[src/rtl/dpram_pkg.sv]
// Shared constants and state type for the dual-port RAM responder.
package dpram_pkg;

  localparam int unsigned ADDR_W_DEF = 8;
  localparam int unsigned DATA_W_DEF = 16;
  localparam int unsigned DEPTH      = 2 ** ADDR_W_DEF;

  typedef enum logic {ST_INIT, ST_RUN} state_e;

endpackage

[src/rtl/dpram_array.sv]
// Plain storage: one write port, one synchronous read port with enable, no reset.
module dpram_array #(
  parameter int unsigned ADDR_W = 8,
  parameter int unsigned DATA_W = 16
) (
  input  logic              clk,
  input  logic              we,
  input  logic [ADDR_W-1:0] waddr,
  input  logic [DATA_W-1:0] wdata,
  input  logic              re,
  input  logic [ADDR_W-1:0] raddr,
  output logic [DATA_W-1:0] rdata
);

  localparam int unsigned Depth = 2 ** ADDR_W;

  logic [DATA_W-1:0] mem [Depth];

  // Read-before-write; the core handles same-address forwarding.
  always_ff @(posedge clk) begin
    if (we) mem[waddr] <= wdata;
    if (re) rdata <= mem[raddr];
  end

endmodule

[src/rtl/dpram_core.sv]
// Dual-port RAM responder: init sweep FSM, write-first forwarding, read latency pipeline
// and a saturating same-address collision counter.
module dpram_core
  import dpram_pkg::*;
#(
  parameter int unsigned       ADDR_W   = ADDR_W_DEF,
  parameter int unsigned       DATA_W   = DATA_W_DEF,
  parameter int unsigned       RD_LAT   = 1,
  parameter logic [DATA_W-1:0] INIT_VAL = '0
) (
  input  logic              clk,
  input  logic              rst,
  input  logic              read,
  input  logic              write,
  input  logic [ADDR_W-1:0] wr_address,
  input  logic [ADDR_W-1:0] rd_address,
  input  logic [DATA_W-1:0] data_in,
  output logic [DATA_W-1:0] data_out,
  output logic              rd_valid,
  output logic              busy,
  output logic [15:0]       collision_cnt
);

  localparam logic [ADDR_W-1:0] PtrLast = '1;

  state_e            state_q, state_d;
  logic [ADDR_W-1:0] ptr_q, ptr_d;

  always_comb begin
    state_d = state_q;
    ptr_d   = ptr_q;
    if (state_q == ST_INIT) begin
      ptr_d = ptr_q + 1'b1;
      if (ptr_q == PtrLast) state_d = ST_RUN;
    end
  end

  always_ff @(posedge clk) begin
    if (rst) begin
      state_q <= ST_INIT;
      ptr_q   <= '0;
    end else begin
      state_q <= state_d;
      ptr_q   <= ptr_d;
    end
  end

  assign busy = (state_q == ST_INIT);

  logic init_wr, run, rd_req, wr_req, coll;

  assign init_wr = !rst && (state_q == ST_INIT);
  assign run     = !rst && (state_q == ST_RUN);
  assign rd_req  = run && read;
  assign wr_req  = run && write;
  assign coll    = rd_req && wr_req && (wr_address == rd_address);

  logic              arr_we;
  logic [ADDR_W-1:0] arr_waddr;
  logic [DATA_W-1:0] arr_wdata;
  logic [DATA_W-1:0] arr_rdata;

  assign arr_we    = init_wr || wr_req;
  assign arr_waddr = init_wr ? ptr_q : wr_address;
  assign arr_wdata = init_wr ? INIT_VAL : data_in;

  dpram_array #(
    .ADDR_W (ADDR_W),
    .DATA_W (DATA_W)
  ) u_array (
    .clk   (clk),
    .we    (arr_we),
    .waddr (arr_waddr),
    .wdata (arr_wdata),
    .re    (rd_req),
    .raddr (rd_address),
    .rdata (arr_rdata)
  );

  // Stage 1: array read register plus a forwarding bypass captured on the same edge.
  logic              fwd_q;
  logic [DATA_W-1:0] fwd_data_q;
  logic              valid1_q;
  logic [DATA_W-1:0] stage1_data;

  always_ff @(posedge clk) begin
    if (rst) begin
      fwd_q      <= 1'b0;
      fwd_data_q <= '0;
      valid1_q   <= 1'b0;
    end else begin
      valid1_q <= rd_req;
      if (rd_req) begin
        fwd_q <= coll;
        if (coll) fwd_data_q <= data_in;
      end
    end
  end

  assign stage1_data = fwd_q ? fwd_data_q : arr_rdata;

  always_ff @(posedge clk) begin
    if (rst) begin
      collision_cnt <= '0;
    end else if (coll && (collision_cnt != 16'hFFFF)) begin
      collision_cnt <= collision_cnt + 16'd1;
    end
  end

  if (RD_LAT == 2) begin : g_lat2
    logic [DATA_W-1:0] data2_q;
    logic              valid2_q;

    always_ff @(posedge clk) begin
      if (rst) begin
        data2_q  <= '0;
        valid2_q <= 1'b0;
      end else begin
        valid2_q <= valid1_q;
        if (valid1_q) data2_q <= stage1_data;
      end
    end

    assign data_out = data2_q;
    assign rd_valid = valid2_q;
  end else begin : g_lat1
    // The unreset array register is masked to zero until the first read after reset.
    logic zero_q;

    always_ff @(posedge clk) begin
      if (rst)         zero_q <= 1'b1;
      else if (rd_req) zero_q <= 1'b0;
    end

    assign data_out = zero_q ? '0 : stage1_data;
    assign rd_valid = valid1_q;
  end

endmodule

[config.mk]
export PLATFORM = sky130hd
export DESIGN_NAME = dpram_core
export DESIGN_NICKNAME = d
export VERILOG_FILES = /design/src/rtl/dpram_pkg.sv /design/src/rtl/dpram_array.sv /design/src/rtl/dpram_core.sv
export SDC_FILE = /design/constraint.sdc
export NUM_CORES = 2
export LEC_CHECK = 0
export BUFFER_PORTS_ARGS = -buffer_cell sky130_fd_sc_hd__buf_2
export CAP_MARGIN = 10
export CORE_MARGIN = 5
export CORE_UTILIZATION = 57
export DETAILED_ROUTE_END_ITERATION = 7
export GPL_TIMING_DRIVEN = 0
export HOLD_SLACK_MARGIN = 0.06
export MAX_ROUTING_LAYER = met4
export PLACE_DENSITY_LB_ADDON = 0.12
export SKIP_LAST_GASP = 1
export SYNTH_ARGS = -nofsm -noshare
export SYNTH_HDL_FRONTEND = slang
export SYNTH_SLANG_ARGS = --single-unit
export TNS_END_PERCENT = 50
[constraint.sdc]
create_clock -name clk -period 5.95 [get_ports clk]
set_clock_uncertainty 0.1 [all_clocks]
set_input_delay 0.595 -clock clk [delete_from_list [all_inputs] [get_ports clk]]
set_output_delay 0.595 -clock clk [all_outputs]
set_load 0.02 [all_outputs]
; ---- Word level (Yosys, flattened, before mapping)
; Memory sizes are Yosys's and may differ from the RTL's. A register that Yosys moved wholly into a read port is not among the register bits.
; Index checks and enable logic that the tools add are counted.
[totals]
reg_bits = 44
latch_bits = 0
mem_bits_rw = 4096
rom_bits = 0
input_bits = 36
output_inout_bits = 34
elab_cells = 32
mem_count = 1
[op_classes]
n_addsub = 2
n_mul = 0
n_div = 0
order_cmp = 0
n_eq_ne = 3
shifts = 0
mux = 8
bitwise = 1
n_reduce_logical = 10
[mem_list]
columns = memory, depth, word_bits, read_ports, rd_clocked_by_memory_dff, wr, line
row1 = u_array.mem, 256, 16, 1, 1, 1, dpram_array.sv:17  ; logic [DATA_W-1:0] mem [Depth];
[ops]
columns = op, count
row1 = 2-to-1 mux 16 bit, 3
row2 = "adder 16 x 1 -> 16 bit, second input constant", 1
row3 = "!= test 16 bit, second input constant", 1
row4 = "adder 8 x 1 -> 8 bit, second input constant", 1
row5 = equality test 8 bit, 1
row6 = "equality test 8 bit, second input constant", 1
row7 = 2-to-1 mux 8 bit, 1
row8 = logical AND 1 bit, 7
row9 = 2-to-1 mux 1 bit, 4
row10 = AND reduction 2 bit, 1
row11 = zero test 1 bit, 1
row12 = logical OR 1 bit, 1
row13 = inverter 1 bit, 1

; ---- Longest topological paths before layout
[logic_depth]
ltp_word = 6
mapped_depth = 12
mapped_depth_nobuf = 6

; ---- By module
; A second synthesis with hierarchy kept.
[hier_totals]
hier_cells = 7633
area_unflattened_um2 = 161289.7
[modules_own_cells]
columns = mod, instances, cells_each, area_per_inst_um2
row1 = dpram_array, 1, 7360, 158874.9
row2 = dpram_core, 1, 273, 2414.8

; ---- Worst setup path after synthesis
; OpenSTA, ideal clock, no wires.
[synth_timing]
kind = register to register
startpoint = register state_q
endpoint = memory u_array.mem[0][10] (data pin)
setup_ps = 870
arrival_time_ps = 4707
setup_slack_ps = 273
stages_incl_launch_ff = 7
cell_sequence = dfxtp_1 -> clkbuf_1 -> or2_2 -> clkbuf_1 -> clkbuf_1 -> clkbuf_1 -> and2_1
[synth_between]
elab_chain_cells = 3
[synth_lines]
columns = item, line
row1 = start: declaration, dpram_core.sv:26  ; state_e state_q, state_d;
row2 = start signal: assignment, dpram_core.sv:43  ; state_q <= state_d;
row3 = inverter 1 bit, dpram_core.sv:52  ; assign init_wr = !rst && (state_q == ST_INIT);
row4 = logical AND 1 bit, dpram_core.sv:52
row5 = 2-to-1 mux 16 bit, dpram_core.sv:65  ; assign arr_wdata = init_wr ? INIT_VAL : data_in;
row6 = named net arr_wdata[10], dpram_core.sv:60  ; logic [DATA_W-1:0] arr_wdata;
row7 = end: declaration, dpram_array.sv:17
; The timed path passes the listed nets, and every way through them passes these cells.

==> impl_metrics.tcl <==
set metrics [dict create \
    status "complete, but fails checks" \
    failed_checks "max-capacitance violations, max-slew violations" \
    min_to "fwd_data_q[7]" \
    ys_seq_elements 4156 \
    final_cell_mix "edfxtp_1 (4112), mux4_2 (813), mux2i_1 (582), clkbuf_16 (421), clkbuf_1 (296)" \
    drt_wl_total_um 517000 \
    cts_tree "yes" \
    cp-start-kind "primary input" \
    synth_edf_count 4112 \
    synthTopCellsByArea "edfxtp_1 (77%), mux4_2 (11%), mux2i_1 (3.6%)" \
    coreArea_um2 282000 \
    met2_usage_pct 51.2 \
    holdWs_ns 0.330 \
    ys_async_sr_fraction_pct 0 \
    areaGrowthSynthToFinish_pct 15.5 \
    viasPerCell 6.93 \
    gr-total-overflow 0 \
    grt_max_degree 93 \
    grt_antenna_before_repair 38 \
    wire_per_inst_um 41.1 \
    grt_first_pass_wirelength_um 698000 \
    critPathMaxStageDelay_ns 1.17 \
    final_antenna_net_count 0 \
    yosys_warnings 0 \
    worst_hold_path_type "in2reg" \
    yosys_most_used_dff "edfxtp_1" \
    crit_chain "buf_2 > buf_2 > clkbuf_2 > clkbuf_2 > a21oi_1 > o31ai_1 > o32ai_1 > nor4_2" \
    cp_data_arrival_time_ns 6.36 \
    initial_core_util_pct 57.2 \
    slew_violations 2 \
    setup_slack_ns 0.132 \
    clk_pin_slew_worst_paths_ns 0.06 \
    rows 195 \
    timing.fmax_ghz 0.172 \
    htreeDepth 5 \
    netlist.area_leader.share_pct 76.5 \
    ff2ff_path_depth 10 \
    cts_setup_buffers 0 \
    yosysTopAreaCell "edfxtp_1" \
    first_pass_iters 7 \
    clk_latency_ns 0.97 \
    end_kind "flop" \
    busiest_layer "met2" \
    postSynthAreaPerCell_um2 21.1 \
    dp_hpwl_um 365000 \
    pin_count 70 \
    root_buffer "clkbuf_16" \
    worstMarginPinSlew_ns 1.60 \
    clock_sinks 4156 \
    met3_usage_pct 10.4 \
    numCtsBuffers 412 \
    crit_type "in2reg" \
    globalRouteMet1Util_pct 48.7 \
    portBuffers 66 \
    peakVddDrop_v 0.000323 \
    final_common_cell "edfxtp_1" \
    yosysUniqueCellTypes 59 \
    synthCells 7639 \
    min-delay-start "data_in[7]" \
    grt_pass1_vias 83350 \
    slew_headroom_pct -7.22 \
    place_ws_ns -0.411 \
    cts_resized 0 \
    fin_crit_ns 5.82 \
    chipWidth_um 542 \
    reg2reg_slack_ns 0.76 \
    cts_buffer_depth 4 \
    drc 0 \
    fin_crit_sh_pct 97.8 \
    syn_nets 7677 \
    die_h_um 542 \
    final_nets 8500 \
    synth.cell_area_um2 161000 \
    powerDensity_nw_per_um2 330 \
    fillers 18341 \
    place.gp.congestion 0.981 \
    setup_viol 0 \
    drtIter0Drc 14349 \
    crit_fanout 10 \
    timing.critical_path.required_ns 6.49 \
    r2r_end "u_array.mem[70][2]" \
    ys_seq_area_share_pct 77.1 \
    rsz0062_at_grt "false" \
    cts_hold_buffers 16 \
    vias 87090 \
    die_area_um2 294000 \
    holdPathStages 4 \
    p_leak_nw 60.1 \
    track_usage_pct 36.1 \
    cp_slowest_cell "o31ai_1" \
    reg2reg_from "state_q" \
    maxCapViolCount 1 \
    drive_above_1_share_pct 27.1 \
    hold_viol 0 \
]
[cell type report]
cell class | instances | area (um2) | area share [%]
antenna | 28 | 70.1 | 0.0376
buffer | 468 | 2790 | 1.50
clock buffer | 508 | 10900 | 5.84
clock inverter | 245 | 2260 | 1.21
inverter | 8 | 30.0 | 0.0161
multi-input combinational | 3007 | 35000 | 18.8
sequential | 4156 | 124000 | 66.7
tap | 3743 | 4680 | 2.51
timing repair buffer | 409 | 6300 | 3.38
[cell families (layout without fill, tap and decap cells)]
group | Yosys count | count (layout) | share of synthesized area [%]
fa+ha+maj | 2 | 2 | 0.0155
simple gates | 672 | 672 | 1.92
xor+xnor | 26 | 26 | 0.141
buf+inv | 476 | 1638 | 1.72
mux | 1460 | 1460 | 15.4
flops | 4156 | 4156 | 77.1
other cells | 0 | 28 | 0
compound gates | 847 | 847 | 3.71
[report_power, final]
group | leakage [nW] | switching, mW | internal, mW
clock | 6.46 | 11.1 | 14.4
sequential | 37.9 | 0.00920 | 32.2
combinational | 15.7 | 2.59 | 1.16
total | 60.1 | 13.7 | 47.8
[cells in the mapped netlist, types with 5 or more instances]
cell type and instances:
nand2_1 114, edfxtp_1 4112, a21oi_1 249, nand4_1 18
clkbuf_1 244, or3_1 8, mux4_2 813, and3_1 12
nor3_1 79, o31ai_1 20, dfxtp_1 44, o32a_1 9
and2_1 18, o21ai_0 22, buf_12 17, a22oi_1 29
buf_4 48, xor2_1 10, o32ai_1 14, nand3b_1 17
a22o_1 32, a221oi_1 16, nor2_1 320, o221ai_1 272
buf_6 55, nand2b_1 5, mux2i_1 582, nor4_1 17
buf_1 29, xnor2_1 16, a211oi_1 29, inv_1 5
buf_2 73, nor4_2 11, mux2_2 64, o22ai_1 138
nand3_1 35
[per-layer routing]
metal	share of wire, %	up-vias
li1	-	33986
met5	0	-
met4	6.1	0
met2	45	6246
met3	13	1104
met1	37	45754
[worst max-delay path: cells and delay by family]
family                 cells  cell delay [ns]
AOI/OAI and AO/OA          3             1.80
buffers and inverters      4             2.96
and+or+nand+nor            1             0.94
[flip-flops by register name, summed over array words and instances, names as in the netlist]
name and cells:
fwd_q 1, u_array.mem 4096, u_array.rdata 16, fwd_data_q 16
ptr_q 8, rd_valid 1, collision_cnt 16, g_lat1.zero_q 1
state_q 1
[stage by stage]
stage / total power, mW / setup TNS, ns / utilization (%) / instance area (um2) / cells
3_5_place_dp: 36.4 / -2.35 / 61.3 / 173000 / 11767
2_1_floorplan: 34.8 / 0 / - / 161000 / 7639
3_3_place_gp: 36.5 / - / 59.0 / 166000 / 11448
4_1_cts: 61.5 / 0 / 66.0 / 186000 / 12536
5_1_grt: 63.0 / 0 / 66.1 / 186000 / 12565
6_report: 61.5 / 0 / 66.1 / 186000 / 12572
[worst max path at each step]
stage,start,cells past startpoint,to
after floorplan,state_q,6,u_array.mem[0][10]
after global placement,rst,6,u_array.mem[22][5]
after detailed placement,rd_address[1],10,u_array.rdata[13]
after CTS,rd_address[2],10,u_array.rdata[11]
after global routing,rd_address[2],10,u_array.rdata[2]
final,rd_address[2],8,u_array.rdata[14]
Power figures use the tool's default switching activity.
